File: config.mk
export PLATFORM = sky130hd
export DESIGN_NAME = fetch_pipe
export DESIGN_NICKNAME = d
export VERILOG_FILES = /design/src/rtl/fetch_pipe.sv
export SDC_FILE = /design/constraint.sdc
export NUM_CORES = 1
export LEC_CHECK = 0
export ABC_AREA = 1
export CORE_ASPECT_RATIO = 1.25
export CORE_UTILIZATION = 60
export CTS_BUF_LIST = sky130_fd_sc_hd__clkbuf_4 sky130_fd_sc_hd__clkbuf_8 sky130_fd_sc_hd__clkbuf_16
export DETAILED_ROUTE_END_ITERATION = 6
export GPL_ROUTABILITY_DRIVEN = 0
export GPL_TIMING_DRIVEN = 0
export PLACE_DENSITY = 0.9
export REMOVE_ABC_BUFFERS = 1
export SKIP_CTS_REPAIR_TIMING = 1
export SLEW_MARGIN = 40
export SYNTH_ARGS = -nofsm -noshare
export SYNTH_HDL_FRONTEND = slang
export SYNTH_SLANG_ARGS = --single-unit
File: constraint.sdc
create_clock -name clk -period 9.3 [get_ports clk]
set_input_delay 1.86 -clock clk [delete_from_list [all_inputs] [get_ports clk]]
set_output_delay 1.86 -clock clk [all_outputs]
set_load 0.05 [all_outputs]
File: src/rtl/fetch_pipe.sv
// fetch_pipe: instruction-fetch stage that owns the fetch PC, issues req/ack memory
// requests and buffers returned words in a shift-register FIFO.
module fetch_pipe #(
    parameter int                DATA_W   = 16,
    parameter int                ADDR_W   = 16,
    parameter int                DEPTH    = 4,
    parameter int                PC_INC   = 2,
    parameter logic [ADDR_W-1:0] RESET_PC = '0
) (
    input  logic              clk,
    input  logic              rst,
    output logic              imem_req,
    output logic [ADDR_W-1:0] imem_addr,
    input  logic              imem_ack,
    input  logic [DATA_W-1:0] imem_rdata,
    output logic              instr_valid,
    output logic [DATA_W-1:0] instr,
    output logic [ADDR_W-1:0] instr_pc,
    input  logic              instr_ready,
    input  logic              redirect_valid,
    input  logic [ADDR_W-1:0] redirect_pc,
    input  logic              halt,
    output logic              err
);

    // Handshakes: a memory request completes in any cycle with imem_req & imem_ack, and
    // decode takes the head in any cycle with instr_valid & instr_ready; neither side
    // may withdraw or change an offered request/word until that cycle.
    localparam int CNT_W = $clog2(DEPTH + 1);
    localparam int IDX_W = $clog2(DEPTH);

    typedef enum logic {IDLE = 1'b0, BUSY = 1'b1} state_t;

    state_t            state_q, state_d;
    logic [ADDR_W-1:0] fetch_pc_q, fetch_pc_d;
    logic [ADDR_W-1:0] addr_q, addr_d;
    logic [CNT_W-1:0]  count_q, count_d;
    logic              discard_q, discard_d;
    logic              valid_q;
    logic              err_q;
    logic [DATA_W-1:0] data_q [DEPTH];
    logic [DATA_W-1:0] data_d [DEPTH];
    logic [ADDR_W-1:0] pcs_q  [DEPTH];
    logic [ADDR_W-1:0] pcs_d  [DEPTH];

    logic              pop, complete, push, start;
    logic [ADDR_W-1:0] redirect_tgt;
    logic [IDX_W-1:0]  wr_idx;

    assign pop          = valid_q & instr_ready;
    assign complete     = (state_q == BUSY) & imem_ack;
    assign push         = complete & ~discard_q & ~redirect_valid;
    assign redirect_tgt = {redirect_pc[ADDR_W-1:1], 1'b0};
    assign wr_idx       = IDX_W'(count_q - CNT_W'(pop));

    // A new request may only start if the slot it will fill is already free next cycle.
    always_comb begin
        count_d = count_q - CNT_W'(pop) + CNT_W'(push);
        if (redirect_valid) begin
            count_d = '0;
        end
        start = ~halt & (count_d <= CNT_W'(DEPTH - 1));
    end

    always_ff @(posedge clk) begin
        if (!rst) begin
            state_q    <= IDLE;
            fetch_pc_q <= RESET_PC;
            addr_q     <= RESET_PC;
            count_q    <= '0;
            discard_q  <= 1'b0;
            valid_q    <= 1'b0;
            err_q      <= 1'b0;
            for (int i = 0; i < DEPTH; i++) begin
                data_q[i] <= '0;
                pcs_q[i]  <= '0;
            end
        end else begin
            state_q    <= state_d;
            fetch_pc_q <= fetch_pc_d;
            addr_q     <= addr_d;
            count_q    <= count_d;
            discard_q  <= discard_d;
            valid_q    <= (count_d != '0);
            err_q      <= err_q | (redirect_valid & redirect_pc[0]);
            data_q     <= data_d;
            pcs_q      <= pcs_d;
        end
    end

    always_comb begin
        state_d = state_q;
        case (state_q)
            IDLE:    state_d = start ? BUSY : IDLE;
            BUSY:    if (complete) state_d = start ? BUSY : IDLE;
            default: state_d = IDLE;
        endcase
    end

    always_comb begin
        fetch_pc_d = fetch_pc_q;
        if (redirect_valid) begin
            fetch_pc_d = redirect_tgt;
        end else if (push) begin
            fetch_pc_d = addr_q + ADDR_W'(PC_INC);
        end

        // The address only moves when a fresh request is launched.
        addr_d = addr_q;
        if (((state_q == IDLE) || complete) && start) begin
            addr_d = fetch_pc_d;
        end

        discard_d = discard_q;
        if (complete) begin
            discard_d = 1'b0;
        end else if ((state_q == BUSY) && redirect_valid) begin
            discard_d = 1'b1;
        end

        data_d = data_q;
        pcs_d  = pcs_q;
        if (pop) begin
            for (int i = 0; i < DEPTH - 1; i++) begin
                data_d[i] = data_q[i+1];
                pcs_d[i]  = pcs_q[i+1];
            end
        end
        if (push) begin
            data_d[wr_idx] = imem_rdata;
            pcs_d[wr_idx]  = addr_q;
        end
    end

    assign imem_req    = (state_q == BUSY);
    assign imem_addr   = addr_q;
    assign instr_valid = valid_q;
    assign instr       = data_q[0];
    assign instr_pc    = pcs_q[0];
    assign err         = err_q;

endmodule

# After elaboration in Yosys (flattened, before gate mapping)
# Cells that the tools add are included.
# Widths: inputs -> output; s select.
# totals
out_inout_bits,51
regBits,167
wordCells,54
in_bits,38
# op_classes
reduce_logical,6
n_lt_le_gt_ge,3
n_addsub,3
muxes,14
bitwise_logic,13
# ops
operator,n
$bwmux 64,2
$mux 64,2
$mux 48,2
$mux 16,3
$demux 16 s2,1
$add 16x2->16 const B,1
$and 1x1->1,6
$not 1->1,5
$add 3x1->3,1
$ge 3x3->1 const B,1
$le 3x2->1 const B,1
$logic_and 1x1->1,3
$lt 3x1->1 const B,1
$mux 3,1
$not 2->3,1
$reduce_bool 3->1,1
$sub 3x1->3,1
$mux 1,2
$pmux 1 s2,1
$reduce_or 2->1,1
$logic_or 1x1->1,1
$or 1x1->1,1

# Logic depth before layout (Yosys ltp)
# Gate-level depths: netlist of run 1.
# logic_depth
ltp_word,10
mapped_depth,16
ltp_nobuf,14

# Least setup slack after synthesis of run 1
# Ideal clock, no wire load.
# synth_timing
path_type,input to register
from,input instr_ready
to,"register addr_q[6], in the netlist imem_addr[6]"
slack_ns,5.051
path_stages,14
required_time_ns,9.230
arrival_time_ns,4.178
setup_ns,0.070
path_buffers,4
path_cell_list,nand2_2 -> buf_2 -> buf_1 -> nor2_1 -> ha_1 -> inv_1 -> ha_1 -> nand3_1 -> nand3_1 -> nand3_1 -> buf_2 -> buf_1 -> nand2_1 -> a21oi_1
# synth_via
elab_chain_cells,7
# synth_rtl
item,line_no,source
start: declaration,19,"input logic instr_ready,"
$and 1x1->1,50,assign pop = valid_q & instr_ready;
$sub 3x1->3,58,count_d = count_q - CNT_W'(pop) + CNT_W'(push);
$add 3x1->3,58,
$mux 3,59,if (redirect_valid) begin
$le 3x2->1,62,start = ~halt & (count_d <= CNT_W'(DEPTH - 1));
$and 1x1->1,62,
$logic_and 1x1->1,110,if (((state_q == IDLE) || complete) && start) begin
end signal: assignment,81,addr_q <= addr_d;
end: declaration,36,"logic [ADDR_W-1:0] addr_q, addr_d;"
# No other way between the ends.
# A chain may end at the register's enable or synchronous reset.

# Worst setup path in the final report of run 1
# layout_timing
from,input redirect_valid
to,"register addr_q[1], in the netlist imem_addr[1]"
# layout_via
elab_chain_cells,7
word_cells_on_any_way,9
cone_classes,add/sub: 1; order compare: 1; mux: 3; bitwise: 3; reduce/logical: 1
# layout_rtl
item,line_no,source
start: declaration,20,"input logic redirect_valid,"
$not 1->1,52,assign push = complete & ~discard_q & ~redirect_valid;
$and 1x1->1,52,
$add 3x1->3,58,
$mux 3,59,
$le 3x2->1,62,
$and 1x1->1,62,
$logic_and 1x1->1,110,
# Parallel ways exist; a longest one is shown, timed or not.

==> results.cfg, run 1 <==
[status]
status = finished, final reports clean

[detailed_routing]
first_pass_iters = 5
vias = 6296
wl_mm = 17.2
drc = 0
vias_per_cell = 5.74
routedWlPerCell_um = 15.6
drt_first_iter_violations = 313
antenna_left = 0

[cells_and_area]
drive_above_1_share_pct = 16.4
nFillCells = 881
synthToLayoutAreaGrowth_pct = 20.2
nets = 962
antenna_cells = 0
seqCellArea_um2 = 3340
multiInputGateArea_um2 = 3430

[logic_synthesis]
synth_top_cell_by_area = dfxtp_1
yosys.area.top_type_share_pct = 44.8
ys_async_sr_fraction_pct = 0
synth-edff-count = 0
synth_most_common_cell = dfxtp_1
synth-seq-area-share_pct = 44.8
synth-seq-cells = 167
syn_inst = 893
synth.distinct_cells = 28
yosysWarnings = 0
synth_area_per_cell_um2 = 8.36
netlist_area_um2 = 7460
ys_top_cells_by_count = dfxtp_1, a21oi_1, o21ai_0
synth_area_leaders = dfxtp_1, mux2_2, a21oi_1, o21ai_0, nand2_1
yosys_most_used_dff = dfxtp_1

[worst_setup_path]
crit_path_end_kind = flop
crit_chain = clkdlybuf4s50_1 > nor2_1 > nand2_1 > inv_2 > ha_1 > ha_1 > inv_1 > nand2_1 > nand3_1 > nand3_2 > inv_1 > nand2_1 > a21oi_1
rr_startpoint = imem_req$_SDFF_PN0_
worst_path_largest_cell_delay_ns = 0.94
cp_max_fo = 20
path_delay_family = buffers and inverters
timing_worst_setup_path_type = in2reg
r2r_setup_slack_ns = 5.91
cp.required_ns = 9.64
crit_arrival_ns = 5.77
crit_slowest_cell = clkdlybuf4s50_1
critPathBufInv = 4
reg2reg_depth = 13
reg2reg_to = imem_addr[1]$_SDFFE_PN0P_
cp_common_cell = nand2_1
crit_path_start_kind = input pin

[global_routing]
grt_pass1_wl_mm = 28.4
grt_max_degree = 95
grtUsageTotal_pct = 28.0
grt_pass1_vias = 6184
grt_overflow = 0
antenna_found_initial = 0

[cts]
clockBufferDepth = 2
clkTransAtPathRegs_ns = 0.06
cts_tree = built
clkLatencyLatePin_ns = 0.42
numCtsBuffers = 17
cts_root_buf = clkbuf_16
htreeDepth = 4
cts_sinks = 167

[die]
dieArea_um2 = 12900
start_util_pct = 61.4
die_h_um = 127
core_region_area_um2 = 12200
io_pins = 89
rows = 45
die_x_um = 102

[sta]
fmax_ghz = 0.184
relSlewSlack_pct = 50.7
fin_crit_ns = 5.44
finalHoldViolCount = 0
fin_crit_sh_pct = 58.4
setup_viol = 0
worst_pin_slew_ns = 0.737
maxSlewViolCount = 0
rsz0062_at_grt = no
finClkSkew_ns = 0.00922
fin_tns_setup_ns = 0

[power_and_ir_drop]
power_density_nw_per_um2 = 189
ir_drop_mv = 0.140
leakage_uw = 0.00381
total_power_uw = 1690

[place]
portBuffers = 88
dp_hpwl_mm = 10.6

[worst_hold_path]
holdPathStages = 2
hold_class = reg2reg
hold_end = err$_SDFF_PN0_
hp-start = err$_SDFF_PN0_

[flow_run]
maxCapViolations = 0
==> worst max-delay path by stage <==
stage / endpoint / cells past startpoint / slack [ns] / startpoint
floorplan: flop / 6 / 3.73 / instr_ready
global route: imem_addr[1]$_SDFFE_PN0P_ / 13 / 3.62 / redirect_valid
global placement: flop / 7 / 1.81 / instr_ready
detailed placement: imem_addr[15]$_SDFFE_PN0P_ / 14 / 3.23 / redirect_valid
finish: imem_addr[1]$_SDFFE_PN0P_ / 13 / 3.86 / redirect_valid
CTS: imem_addr[1]$_SDFFE_PN0P_ / 13 / 3.63 / redirect_valid
==> cells by family after synthesis <==
logic type | share of synthesized area (%)
AOI/OAI and AO/OA | 20.1
and+or+nand+nor | 9.50
DFF | 44.8
buffers and inverters | 9.76
muxes | 14.5
xor gates and xnor gates | 0.687
adders and majority gates | 0.670
==> power breakdown <==
part / internal, µW / switching (µW)
clock network: 476 / 295
logic: 63.8 / 112
registers: 734 / 13.7
==> final cells by class <==
class | instances | share of cell area, %
Multi-Input combinational cell | 572 | 38.2
Inverter | 62 | 2.59
Sequential cell | 167 | 37.3
Tap cell | 164 | 2.29
Clock buffer | 20 | 5.20
Clock inverter | 12 | 2.09
Timing Repair Buffer | 100 | 12.4
==> layout by cell type, fill, tap and decap left out, drive strengths merged, types with 5 or more instances in the layout <==
cell           count
buf               13
nor2              29
nand2            103
a21oi            160
nand3             25
clkbuf            20
o21ai            136
xor2               5
nand4              5
inv               65
mux2              96
dfxtp            167
clkdlybuf4s50     87
==> per-stage QoR <==
step           util, %  instances  area, µm²  setup slack [ns]  hold WS, ns
5_1_grt           73.8       1097       8970              3.62        0.501
4_1_cts           73.7       1097       8970              3.63        0.492
6_report          73.8       1097       8970              3.86        0.479
3_3_place_gp      66.2       1053       8060              1.81        0.454
2_1_floorplan        -        801       6970              3.73        0.462
3_5_place_dp      68.4       1065       8310              3.23        0.476
==> layer usage <==
layer | GRT usage (%) | wire length, µm | up-vias
li1 | - | - | 3071
met5 | 0 | 0 | -
met3 | 5.29 | 1030 | 64
met1 | 34.2 | 6890 | 2921
met2 | 46.6 | 8600 | 240
met4 | 14.2 | 635 | 0
==> tightest hold or removal path: stages (launching register included) <==
cell     delay, ns
dfxtp_1       0.33
a21oi_1       0.04
nor2_1        0.07
(Power assumes the default switching activity.)
==> inputs of run 2 (changes only) <==
CORE_UTILIZATION = 50   (was 60)
PLACE_DENSITY = 0.81   (was 0.9)
clock period = 4.7 ns   (was 9.3 ns; I/O delays follow)
==> results.cfg, run 2 (same netlist as run 1, synthesis figures left out) <==
[power_and_ir_drop]
p_comb_share_pct = 10.6
power_density_nw_per_um2 = 361
internal-power_uw = 2430
ir_drop_mv = 0.215
power_frac_clock_pct = 43.6
sequentialPowerShare_pct = 45.8
leakage_uw = 0.00379
power.switching_uw = 795
total_power_uw = 3230
swShare_pct = 24.6

[detailed_routing]
first_pass_iters = 7
vias_per_cell = 5.36
vias = 5961
wl_mm = 15.7
drc = 12
drt_first_iter_violations = 349
routedWlPerCell_um = 14.1
antenna_left = 0

[global_routing]
grtUsageTotal_pct = 20.3
grt_overflow = 0
grt_pass1_wl_mm = 25.7
antenna_found_initial = 0
grt_pass1_vias = 5553
grt_max_degree = 106

[worst_setup_path]
crit_slowest_cell = dlymetal6s2s_1
crit_path_end_kind = flop
r2r_setup_slack_ns = 1.37
reg2reg_to = imem_addr[10]$_SDFFE_PN0P_
reg2reg_depth = 14
rr_startpoint = instr_valid$_SDFF_PN0_
crit_arrival_ns = 4.40
cp_max_fo = 20
crit_start = redirect_valid
worst_path_largest_cell_delay_ns = 0.59
crit_chain = dlymetal6s2s_1 > nor2_1 > nand2_1 > inv_2 > ha_1 > ha_1 > inv_1 > nand2_1 > nand3_1 > nand3_2 > inv_1 > nand3_1 > nand2_1 > inv_1
cp.required_ns = 5.00
crit_end = imem_addr[10]$_SDFFE_PN0P_
crit_path_start_kind = input pin
timing_worst_setup_path_type = in2reg

[die]
rows = 49
start_util_pct = 51.6
die_h_um = 139
dieArea_um2 = 15400
core_region_area_um2 = 14500
io_pins = 89
die_x_um = 111

[cells_and_area]
mostFrequentLayoutCells = dfxtp_1, a21oi_1, o21ai_0
antenna_cells = 0
fin_area_um2 = 8940
nets = 964
final_cells = 1113
synthToLayoutAreaGrowth_pct = 19.7
layout_commonest_cell = dfxtp_1
drive_above_1_share_pct = 16.6

[sta]
rsz0062_at_grt = no
fin_crit_sh_pct = 87.1
finalHoldViolCount = 0
finClkSkew_ns = 0.00970
worst_pin_slew_ns = 0.781
relSlewSlack_pct = 47.8
maxSlewViolCount = 0
fin_crit_ns = 4.10
setup_viol = 0
fmax_ghz = 0.244

[status]
violations = DRC
status = complete, but fails checks

[cts]
cts_tree = built
htreeDepth = 4
numCtsBuffers = 17
cts_root_buf = clkbuf_16
clockBufferDepth = 2
cts_sinks = 167
clkLatencyLatePin_ns = 0.41
clkTransAtPathRegs_ns = 0.07

[worst_hold_path]
hold_class = reg2reg
holdPathStages = 2

[flow_run]
maxCapViolations = 0

[place]
portBuffers = 88
dp_hpwl_mm = 10.4
dp.cells = 1081
placedInstanceArea_um2 = 8320
## run 2: changes by cell type in the layout (fill, tap and decap cells not counted), sizes merged
cell and delta:
dlymetal6s2s +1, bufinv -2, buf +2, clkdlybuf4s50 -1, inv -4, clkinv +1
clkbuf +3, clkinvlp +2
## run 2: metal layers
metal | vias to the layer above | wire [µm] | GRT usage [%]
met2 | 148 | 7810 | 34.8
met4 | 0 | 339 | 8.11
met1 | 2715 | 6810 | 25.1
met5 | - | 0 | 0
met3 | 27 | 709 | 3.98
li1 | 3071 | - | -
## run 2: critical path, delay by kind of cell
| family | cells | cell delay, ns |
|---|---|---|
| fa+ha+maj | 2 | 0.49 |
| simple gates | 7 | 1.40 |
| buf+inv | 5 | 1.54 |
## run 2: how the worst min path moves through the flow
stage	startpoint	to	slack [ns]
after detailed placement	err$_SDFF_PN0_	err$_SDFF_PN0_	0.47
after floorplan	fetch_pc_q[2]$_SDFF_PN0_	fetch_pc_q[2]$_SDFF_PN0_	0.46
after CTS	err$_SDFF_PN0_	err$_SDFF_PN0_	0.49
after global placement	err$_SDFF_PN0_	err$_SDFF_PN0_	0.46
final	err$_SDFF_PN0_	err$_SDFF_PN0_	0.48
after global routing	err$_SDFF_PN0_	err$_SDFF_PN0_	0.53
## run 2: power groups by stage
stage	Combinational (µW)	Sequential [µW]	Clock, µW
2_1_floorplan	121	1590	0
3_3_place_gp	331	1510	0
3_5_place_dp	342	1510	0
4_1_cts	344	1480	1430
5_1_grt	369	1480	1490
6_report	343	1480	1410
## run 2: per-stage QoR
step | setup TNS, ns | hold WS [ns] | util, % | worst slack [ns]
after floorplan | 0 | 0.462 | - | 0.0482
after global placement | -237.83 | 0.455 | 55.8 | -1.96
after detailed placement | -6.03 | 0.466 | 57.5 | -0.495
after CTS | -0.396 | 0.495 | 61.7 | -0.0771
after global routing | 0 | 0.534 | 61.8 | 0.350
final | 0 | 0.482 | 61.8 | 0.604
## run 2: final cells by class
type / instances / area (µm²)
repair buffers: 102 / 1100
fillers: 1226 / 5530
clock buffers: 23 / 495
flip-flops and latches: 167 / 3340
well taps: 178 / 223
clock inverters: 9 / 118
multi-input cells: 572 / 3430
inverters: 62 / 233
==> inputs of run 3 (changes only) <==
--- a/config.mk
+++ b/config.mk
@@ -14,2 +14,3 @@
 export GPL_TIMING_DRIVEN = 0
+export HOLD_SLACK_MARGIN = 0.05
 export PLACE_DENSITY = 0.81
--- a/constraint.sdc
+++ b/constraint.sdc
@@ -3,2 +3,2 @@
 set_output_delay 0.94 -clock clk [all_outputs]
-set_load 0.05 [all_outputs]
+set_load 0.01 [all_outputs]
==> results of run 3 <==
Same layout as run 2 (identical final DEF). Status: complete, but fails checks: DRC.
Among the figures that moved: total power 3230 µW -> 3150 µW; worst IR drop on VDD 0.215 mV -> 0.213 mV
==> RTL edit, RTL diff (settings of run 1) <==
Put one more register stage on the output `err`, with the module's reset. The value now appears one clock later. The other outputs are not delayed to match.
--- a/src/rtl/fetch_pipe.sv
+++ b/src/rtl/fetch_pipe.sv
@@ -137,7 +137,13 @@
     assign instr_valid = valid_q;
     assign instr       = data_q[0];
     assign instr_pc    = pcs_q[0];
-    assign err         = err_q;
+    always_ff @(posedge clk) begin
+        if (!rst) begin
+            err <= '0;
+        end else begin
+            err <= err_q;
+        end
+    end
 
 endmodule
 
Formal check against the unedited RTL: not equivalent (Yosys sat finds a counterexample within 4 cycles, from zero or initial values and one cycle with rst low).
==> RTL edit against run 1 <==
Synthesized area increased by 0.44%; cell count increased by 0.36%; critical path type unchanged; setup slack improved by 0.023 ns; critical path depth unchanged; design area decreased by 0.56%; largest power group is now sequential cells; sequential cell count increased by 1; power decreased by 2.5%; wire length decreased by 3.9%; first-iteration DRC count increased by 5.8%.
==> RTL edit: results (changes against run 1) <==
Final TNS setup - 0 ns (unchanged)
GRT Overall Usage - 26.2% (-1.8 points)
Async set or reset register ratio after synthesis - 0% (unchanged)
Synth cell count leaders - dfxtp_1 (168), a21oi_1 (160), o21ai_0 (124)
Status - finished, final reports clean
Clock Latency Late Sink - 0.42 ns (about the same)
Global-route wire length before repair - 26,900 um (-5.3%)
Vias per inst - 5.57 (-3.0%)
Slew HR - 47.9% (-2.9 points)
Dpl hpwl - 10,200 um (-3.0%)
Skew final - 0.0111 ns (+0.00191 ns)
Peak supply drop - 0.000117 V (-17%)
Worst-path fanout max - 20 (unchanged)
CTS Buf Count - 17 (unchanged)
Register area share after synthesis - 44.9% (+0.073 points)
Yosys warning total - 0 (unchanged)
Top post-synthesis cells by area - dfxtp_1 (45%), mux2_2 (14%), a21oi_1 (11%)
Hold Path Class - reg -> reg
DR iter-0 viols - 331 (+5.8%)
Share of layout cells above drive strength 1 - 16.2% (-0.18 points)
Distinct cells, synth - 27 (-3.6%)
Vias in the first global route - 5,783 (-6.5%)
Antenna cells - 0 (unchanged)
Dpl ws - 3.34 ns (+0.108 ns)
Largest net degree at the start of global routing - 101 (+6.3%)
H-Tree Depth - 4 (unchanged)
Critical path arrival - 5.75 ns (-0.02 ns)
Avg WL per Cell - 15.0 um (-4.2%)
Net total in the final layout - 966 (+0.42%)
Leakage Power - 3.80 nW (about the same)
-- RTL edit: cell count changes after synthesis, sizes merged, moves of 2 or more --
cell	delta
clkbuf	-6
nand2	+6
nand3	+2
nor2	-4
buf	+5
-- RTL edit: kinds of logic (layout without fill, tap and decap cells) --
| family | Yosys count | in the layout | share of synthesized area, % |
|---|---|---|---|
| multiplexers | 96 | 96 | 14.4 |
| flip-flops | 168 | 168 | 44.9 |
| AND/OR/NAND/NOR | 171 | 171 | 9.70 |
| XOR/XNOR | 4 | 4 | 0.568 |
| buffers and inverters | 155 | 196 | 9.86 |
| AO/OA/AOI/OAI | 298 | 298 | 19.9 |
| adder cells (fa/ha/maj) | 4 | 4 | 0.668 |
-- RTL edit: final timing paths --
| path | from | endpoint | slack [ns] | cells after the start |
|---|---|---|---|---|
| setup / recovery | redirect_valid | imem_addr[1]$_SDFFE_PN0P_ | 3.89 | 13 |
| hold reg to reg | err_q$_SDFF_PN0_ | err$_SDFF_PN0_ | 0.44 | 2 |
| setup reg to reg | instr_valid$_SDFF_PN0_ | imem_addr[1]$_SDFFE_PN0P_ | 5.86 | 13 |
| hold / removal | err_q$_SDFF_PN0_ | err$_SDFF_PN0_ | 0.44 | 2 |
-- RTL edit: power breakdown --
part           leakage [nW]  internal (mW)  switching, mW  total [mW]
Clock                 0.296          0.428          0.299       0.727
Sequential             1.36          0.738         0.0140       0.752
Combinational          2.15         0.0626          0.110       0.172
-- RTL edit: per-layer routing --
metal	vias to the layer above	part of all wire (%)	track usage, %
li1	3083	-	-
met1	2818	43	32.7
met2	192	49	43.4
met3	35	5.2	5.42
met4	0	2.6	11.3
met5	-	0	0
-- RTL edit: worst max-delay path, cell delays in order --
cell	delay (ns)
clkdlybuf4s50_1	0.98
nor2_1	0.08
nand2_1	0.48
inv_2	0.30
ha_1	0.29
ha_1	0.19
inv_1	0.06
nand2_1	0.05
nand3_1	0.14
nand3_2	0.43
inv_1	0.53
nand2_1	0.12
a21oi_1	0.22
-- RTL edit: layout make-up --
class                      instances  area (um^2)
fill                             904         3240
multi-input combinational        573         3420
timing repair buffer             100         1080
inverter                          64          240
clock inverter                    15          189
sequential                       168         3360
clock buffer                      17          425
tap                              164          205
-- RTL edit: per-stage QoR --
stage	cell area [um^2]	utilization (%)	hold slack [ns]	instances
floorplan	7000	-	0.404	805
global placement	8080	66.5	0.428	1057
detailed placement	8300	68.3	0.428	1069
CTS	8920	73.3	0.445	1101
global route	8920	73.4	0.472	1101
finish	8920	73.4	0.439	1101
